===== config.mk =====
export PLATFORM = sky130hd
export DESIGN_NAME = muldiv_iter
export DESIGN_NICKNAME = d
export VERILOG_FILES = /design/src/rtl/muldiv_iter.sv
export SDC_FILE = /design/constraint.sdc
export NUM_CORES = 2
export LEC_CHECK = 0
export ABC_AREA = 1
export BUFFER_PORTS_ARGS = -buffer_cell sky130_fd_sc_hd__buf_2
export CORE_AREA = 3 3 328 330
export DETAILED_ROUTE_END_ITERATION = 8
export DIE_AREA = 0 0 331 333
export PLACE_DENSITY = 0.83
export RECOVER_POWER = 100
export SYNTH_ARGS = -nofsm -noshare
export SYNTH_HDL_FRONTEND = slang
export SYNTH_SLANG_ARGS = --single-unit

===== constraint.sdc =====
create_clock -name clk -period 13.6 [get_ports clk]
set_clock_uncertainty 0.15 [all_clocks]
set_input_delay 1.36 -clock clk [delete_from_list [all_inputs] [get_ports clk]]
set_output_delay 1.36 -clock clk [all_outputs]
set_load 0.05 [all_outputs]

===== src/rtl/muldiv_iter.sv =====
// muldiv_iter: iterative HI/LO multiply / divide unit for the execute stage.
// One operation in flight; MUL runs a fixed MUL_LAT cycles, DIV is a radix-2
// restoring divider producing one quotient bit per cycle on magnitudes, with
// the sign fixup folded into the edge that writes hi/lo.
module muldiv_iter #(
  parameter int WIDTH   = 32,
  parameter int MUL_LAT = 2
) (
  input  logic             clk,
  input  logic             reset,
  input  logic             start,
  input  logic [2:0]       op,
  input  logic [WIDTH-1:0] a,
  input  logic [WIDTH-1:0] b,
  input  logic [WIDTH-1:0] hi_in,
  input  logic [WIDTH-1:0] lo_in,
  input  logic             cancel,
  output logic             busy,
  output logic             done,
  output logic [WIDTH-1:0] hi,
  output logic [WIDTH-1:0] lo
);

  localparam int CNT_MAX = (WIDTH > MUL_LAT) ? WIDTH : MUL_LAT;
  localparam int CW      = $clog2(CNT_MAX + 1);

  typedef enum logic [1:0] {
    IDLE = 2'd0,
    MUL  = 2'd1,
    DIV  = 2'd2,
    DONE = 2'd3
  } state_t;

  state_t state;
  state_t state_next;

  // Captured operation context
  logic [CW-1:0]      cnt;
  logic [1:0]         acc_mode;
  logic               sign_a;
  logic               sign_b;
  logic [WIDTH-1:0]   mag_a;
  logic [WIDTH-1:0]   mag_b;
  logic [2*WIDTH-1:0] acc;

  // Restoring divider working registers
  logic [WIDTH-1:0]   rem;
  logic [WIDTH-1:0]   quo;

  // Control decode
  logic               accept;
  logic               write_result;

  // Operand preparation at accept time
  logic               in_signed;
  logic               in_sign_a;
  logic               in_sign_b;
  logic [WIDTH-1:0]   in_mag_a;
  logic [WIDTH-1:0]   in_mag_b;
  logic               in_is_div;

  // Multiply datapath
  logic [2*WIDTH-1:0] prod_mag;
  logic [2*WIDTH-1:0] prod;
  logic [2*WIDTH-1:0] mul_res;

  // Divide datapath
  logic [WIDTH:0]     div_shift;
  logic [WIDTH:0]     div_diff;
  logic               q_bit;
  logic [WIDTH-1:0]   rem_next;
  logic [WIDTH-1:0]   quo_next;
  logic [WIDTH-1:0]   quo_fix;
  logic [WIDTH-1:0]   rem_fix;
  logic [WIDTH-1:0]   a_orig;
  logic [2*WIDTH-1:0] div_res;
  logic [2*WIDTH-1:0] result;

  assign busy = (state == MUL) || (state == DIV);

  // Convert incoming operands to sign + magnitude; unsigned ops never carry a sign
  always_comb begin
    in_signed = ~op[0];
    in_sign_a = in_signed & a[WIDTH-1];
    in_sign_b = in_signed & b[WIDTH-1];
    in_mag_a  = in_sign_a ? -a : a;
    in_mag_b  = in_sign_b ? -b : b;
    in_is_div = (op[2:1] == 2'b01);
  end

  // State register; reset and cancel both return the unit to IDLE
  always_ff @(posedge clk or posedge reset) begin
    if (reset) begin
      state <= IDLE;
    end else begin
      state <= state_next;
    end
  end

  // Next-state decode: accept in IDLE/DONE, finish on the last MUL/DIV cycle
  always_comb begin
    state_next   = state;
    accept       = 1'b0;
    write_result = 1'b0;
    if (cancel) begin
      state_next = IDLE;
    end else begin
      case (state)
        IDLE, DONE: begin
          if (start) begin
            accept     = 1'b1;
            state_next = in_is_div ? DIV : MUL;
          end else begin
            state_next = IDLE;
          end
        end
        MUL: begin
          if (cnt == CW'(MUL_LAT)) begin
            state_next   = DONE;
            write_result = 1'b1;
          end
        end
        DIV: begin
          if (cnt == CW'(WIDTH - 1)) begin
            state_next   = DONE;
            write_result = 1'b1;
          end
        end
        default: state_next = IDLE;
      endcase
    end
  end

  // Signed product from magnitudes, then optional accumulate or subtract
  always_comb begin
    prod_mag = {{WIDTH{1'b0}}, mag_a} * {{WIDTH{1'b0}}, mag_b};
    prod     = (sign_a ^ sign_b) ? -prod_mag : prod_mag;
    case (acc_mode)
      2'b10:   mul_res = acc + prod;
      2'b11:   mul_res = acc - prod;
      default: mul_res = prod;
    endcase
  end

  // One restoring step, plus the sign fixup used on the final iteration
  always_comb begin
    div_shift = {rem, quo[WIDTH-1]};
    div_diff  = div_shift - {1'b0, mag_b};
    q_bit     = ~div_diff[WIDTH];
    rem_next  = q_bit ? div_diff[WIDTH-1:0] : div_shift[WIDTH-1:0];
    quo_next  = {quo[WIDTH-2:0], q_bit};
    quo_fix   = (sign_a ^ sign_b) ? -quo_next : quo_next;
    rem_fix   = sign_a ? -rem_next : rem_next;
    a_orig    = sign_a ? -mag_a : mag_a;
    if (mag_b == '0) begin
      div_res = {a_orig, {WIDTH{1'b1}}};
    end else begin
      div_res = {rem_fix, quo_fix};
    end
    result = (state == MUL) ? mul_res : div_res;
  end

  // Capture operands on accept and advance the cycle/iteration counter
  always_ff @(posedge clk or posedge reset) begin
    if (reset) begin
      cnt      <= '0;
      acc_mode <= '0;
      sign_a   <= 1'b0;
      sign_b   <= 1'b0;
      mag_a    <= '0;
      mag_b    <= '0;
      acc      <= '0;
      rem      <= '0;
      quo      <= '0;
    end else if (accept) begin
      cnt      <= in_is_div ? CW'(0) : CW'(1);
      acc_mode <= op[2:1];
      sign_a   <= in_sign_a;
      sign_b   <= in_sign_b;
      mag_a    <= in_mag_a;
      mag_b    <= in_mag_b;
      acc      <= {hi_in, lo_in};
      rem      <= '0;
      quo      <= in_mag_a;
    end else if (cancel) begin
      cnt      <= '0;
    end else if (state == MUL) begin
      cnt      <= cnt + CW'(1);
    end else if (state == DIV) begin
      cnt      <= cnt + CW'(1);
      rem      <= rem_next;
      quo      <= quo_next;
    end
  end

  // Result registers and done pulse, written only on a completing edge
  always_ff @(posedge clk or posedge reset) begin
    if (reset) begin
      hi   <= '0;
      lo   <= '0;
      done <= 1'b0;
    end else begin
      done <= write_result;
      if (write_result) begin
        hi <= result[2*WIDTH-1:WIDTH];
        lo <= result[WIDTH-1:0];
      end
    end
  end

endmodule


[Word level (Yosys, flattened, before mapping)]
Index checks and enable logic that the tools add are counted.
Cells by class
  add/sub/neg operators: 10
  $mul: 1
  equal/unequal tests: 12
  mux-type cells: 36
  bitwise logic cells: 5
  reduce and logical (&&, ||, !) cells: 8
Operator list (count)
  32-bit 2-to-1 mux: 14
  64-bit 2-to-1 mux: 3
  32-bit negation: 5
  64-bit one-hot mux with 2 select lines: 1
  64-bit adder: 1
  32-bit by 32-bit multiplier with 64-bit output: 1
  64-bit negation: 1
  64-bit subtractor: 1
  33-bit by 32-bit subtractor with 33-bit output: 1
  32-bit zero test: 1
  6-bit 2-to-1 mux: 4
  2-bit 2-to-1 mux: 5
  2-bit equality test (second input constant): 4
  1-bit 2-to-1 mux: 7
  6-bit by 1-bit adder with 6-bit output (second input constant): 1
  6-bit by 2-bit equality test with 1-bit output (second input constant): 1
  6-bit by 5-bit equality test with 1-bit output (second input constant): 1
  3-bit by 2-bit inequality test with 1-bit output (second input constant): 2
  2-bit one-hot mux with 3 select lines: 1
  2-bit by 1-bit equality test with 1-bit output (second input constant): 2
  4-bit nonzero test: 1
  3-bit AND reduction: 1
  1-bit AND: 2
  2-bit zero test: 1
  9 further kinds: 10
Storage, ports and cells
  register bits: 269
  input port bits: 135

[Longest topological paths before layout]
  word-level depth: 6
  mapped depth: 67
  depth with buffers taken out: 65

[Worst setup path after synthesis]
No wires, ideal clock.
  kind: reg-to-reg
  from: reg mag_a[12]
  to: reg hi[26]
  setup time: 77 ps
  arrival time: 9634 ps
  path slack: 3738 ps
  cell stages (with the launch flop): 55
  period minus slack after synthesis: 9862 ps
  cells stage by stage: dfrtp_1 clkbuf_1 clkbuf_1 nand2_1 inv_1 fa_1 fa_1 fa_1 inv_1 fa_1 inv_1 fa_1 inv_1 fa_1 inv_1 fa_1 fa_1 ha_1 (+19 left out) inv_1 ha_1 a21oi_1 inv_1 a31oi_1 nor2_1 nor3_1 nand3_1 nand2_1 o211ai_1 a21oi_1 inv_1 a21oi_1 o21ai_0 xnor2_1 o21ai_0 a21oi_1 a21oi_1
On the way
  longest elaborated chain between the ends: 6
  elaborated cells between the ends (all ways): 10
  those cells by class: 4 x add/sub; 1 x mul; 5 x mux
RTL lines
  from (decl): line 42  | logic [WIDTH-1:0] mag_a;
  from (signal assigned): line 180  | mag_a <= in_mag_a;
  32-bit by 32-bit multiplier with 64-bit output: line 136  | prod_mag = {{WIDTH{1'b0}}, mag_a} * {{WIDTH{1'b0}}, mag_b};
  64-bit negation: line 137  | prod = (sign_a ^ sign_b) ? -prod_mag : prod_mag;
  64-bit 2-to-1 mux: line 137
  64-bit subtractor / 64-bit adder (equally long branches): line 140, 139
  64-bit one-hot mux with 2 select lines: line 138  | case (acc_mode)
  64-bit 2-to-1 mux *: line 160  | result = (state == MUL) ? mul_res : div_res;
  to (signal assigned): line 205  | hi <= result[2*WIDTH-1:WIDTH];
  to (decl): line 20  | output logic [WIDTH-1:0] hi,
Every way passes the cells marked *; elsewhere a longest branch is shown, timed or not.
A chain may end at the register's enable or synchronous reset.

[Worst setup path in the final report]
  from: reg mag_a[21]
  to: reg hi[28]
Same word-level chain as after synthesis.

==> impl_metrics.tcl <==
set metrics [dict create \
    status "finished, violations left" \
    violations "capacitance limit, slew limit" \
    die_y_um 333 \
    vias 61100 \
    synthTopCellsByCount "2,878 x nand2_1, 2,189 x inv_1, 898 x fa_1" \
    start_kind "register" \
    overflow 0 \
    crit_top_cell "nand2_1" \
    clock_sinks 269 \
    timing.final.crit_period_ns 12.93 \
    r2r-end "hi[28]" \
    grt_setup_unrepaired "false" \
    io_pins 201 \
    path_max_fanout 16 \
    worst_ep_arrival_time_ns 13.32 \
    ant_nets 0 \
    yosysWarnings 0 \
    insertion_delay_ns 0.64 \
    grt_use_met2 0.620 \
    min_to "hi[21]" \
    synthAdderAreaFrac 0.359 \
    synth_compound_area_frac 0.0797 \
    dpl_cell_area_sq_um 65100 \
    fmax_mhz 77.3 \
    cts_tree "built" \
    synth_ff_type "dfrtp_1" \
    drive_gt1_frac 0.0559 \
    grt_use_met1 0.528 \
    cts_hold_buf 0 \
    required_ns 13.98 \
    slew_headroom -1.84 \
    core_area_sq_um 105000 \
    fin_setup_tns_ns 0 \
    num-nets-final 10800 \
    grtUsageTotal 0.401 \
    wl_per_cell_um 20.4 \
    grt_most_used_layer "met2" \
    dieArea_sq_um 110000 \
    min_from "hi[21]" \
    met3_usage 0.0908 \
    first_global_vias 60900 \
    fin_crit_sh 0.951 \
    cts_made_buffers 31 \
    antenna_found_initial 5 \
    synth_cells 9401 \
    die_w_um 331 \
    dp_hpwl_um 184000 \
    synthSimpleGateAreaFrac 0.274 \
    via_per_inst 5.66 \
    setup_violations 0 \
    start_util 0.598 \
    grt_pass1_wl_um 343000 \
    crit_start "mag_a[21]" \
    critPathMaxStageDelay_ns 0.67 \
    wirelength_um 220000 \
    drv_cap 13 \
    yosysMostFrequentCell "nand2_1" \
    postCtsSetupRepairBufs 0 \
    synth_top_cell_area_share 0.286 \
    synth_cell_types 58 \
    r2r_start "mag_a[21]" \
    synth_fp_nets 10800 \
    synth_area_per_cell_sq_um 6.69 \
    synth_top_family_by_area "adder cells" \
    critPathKind "reg2reg" \
    synth_seq_cells 269 \
    fillCellCount 9683 \
    async_reset_ff_frac 1.00 \
    ys_seq_area_frac 0.107 \
    drtIter0Drc 6733 \
    synthMuxAreaShare 0 \
    drc 0 \
    dr.pass1.iters 6 \
    r2r_slack_ns 0.67 \
    cts.clk_slew.worst_paths_ns 0.07 \
    syn_area_sq_um 62900 \
    end_kind "register" \
    area_delta_synth_final_pct 4.88 \
    ys_top_cells_by_area "fa_1 29%, nand2_1 17%, inv_1 13%" \
    dp_cells 10700 \
    cts_root_buffer "clkbuf_16" \
    portBuffers 200 \
    postLayoutCellArea_sq_um 66000 \
    grt_max_degree 99 \
    finalHoldViolCount 0 \
    report.final.slew_viol_count 763 \
    layout.cells.non_filler 10800 \
    synth_xor_area_frac 0.0226 \
    hold_depth 2 \
    ctsLongestPathBuffers 3 \
    tightest_slew_ns 4.23 \
    gp_congestion 1.08 \
    r2r_cells 56 \
    hold_path_class "reg2reg" \
    cts_resized 0 \
    yosys.area.top_type "fa_1" \
    cts_max_level 1 \
    slowest_stage "fa_1" \
    rows 119 \
    synth_edf_count 0 \
]
==> cell usage in the layout, fill, tap and decap left out, types with 117 or more instances in the layout <==
cell     instances
nand2_1       2882
inv_1         2188
fa_1           898
nor2_1         542
nand3_1        419
ha_1           369
a21oi_1        330
o21ai_0        320
dfrtp_1        252
buf_2          134
buf_4          119
xor2_1         117
==> critical path, delay by kind of cell, from the launching register on <==
kind / cells / cell delay (ns)
AND/OR/NAND/NOR: 29 / 4.21
buffers and inverters: 10 / 1.24
XOR/XNOR: 1 / 0.21
AO/OA/AOI/OAI: 6 / 1.35
flip-flops: 1 / 0.64
adder cells (fa/ha/maj): 10 / 4.97
==> area by class of cell <==
type	count	area, sq um	area share
Multi-Input combinational cell	6518	46300	0.701
Inverter	2216	8320	0.126
Sequential cell	269	6750	0.102
Timing Repair Buffer	331	1860	0.0282
Tap cell	1391	1740	0.0264
Clock buffer	39	836	0.0127
Clock inverter	17	193	0.00292
Antenna cell	1	2.50	0.0000379
==> flip-flops by register name, summed over array words and instances, names as in the netlist, 6 cells and up <==
register	count
acc	64
hi	32
lo	32
mag_a	32
mag_b	32
quo	32
rem	32
cnt	6
==> per-layer routing <==
layer	part of all wire	wire, um	vias up
met5	0.00011	24	-
met3	0.11	24700	681
met4	0.066	14600	4
li1	-	-	27900
met1	0.38	84000	28900
met2	0.44	97000	3518
==> how the worst max path moves through the flow <==
stage | slack [ns] | endpoint
after global placement | 0.84 | hi[28]
after CTS | 0.83 | hi[30]
after global routing | 0.001 | hi[28]
after detailed placement | 0.90 | hi[30]
after floorplan | 3.74 | hi[26]
final | 0.67 | hi[28]
==> kinds of logic (layout without fill, tap and decap cells) <==
family / after synthesis / count (layout)
simple gates: 4194 / 4194
buf+inv: 2614 / 2603
fa+ha+maj: 1267 / 1267
compound gates: 897 / 897
flops: 269 / 269
xor+xnor: 160 / 160
other cells: 0 / 1
==> metrics by stage <==
stage,utilization,hold slack [ns],setup WS (ns)
after global routing,0.627,0.353,0.00109
final,0.627,0.336,0.666
after floorplan,-,0.298,3.74
after global placement,0.619,0.311,0.844
after CTS,0.629,0.333,0.828
after detailed placement,0.619,0.315,0.900
Power is not shown: default switching activity piles up to over one toggle a cycle in this logic, so the estimate is an artifact.
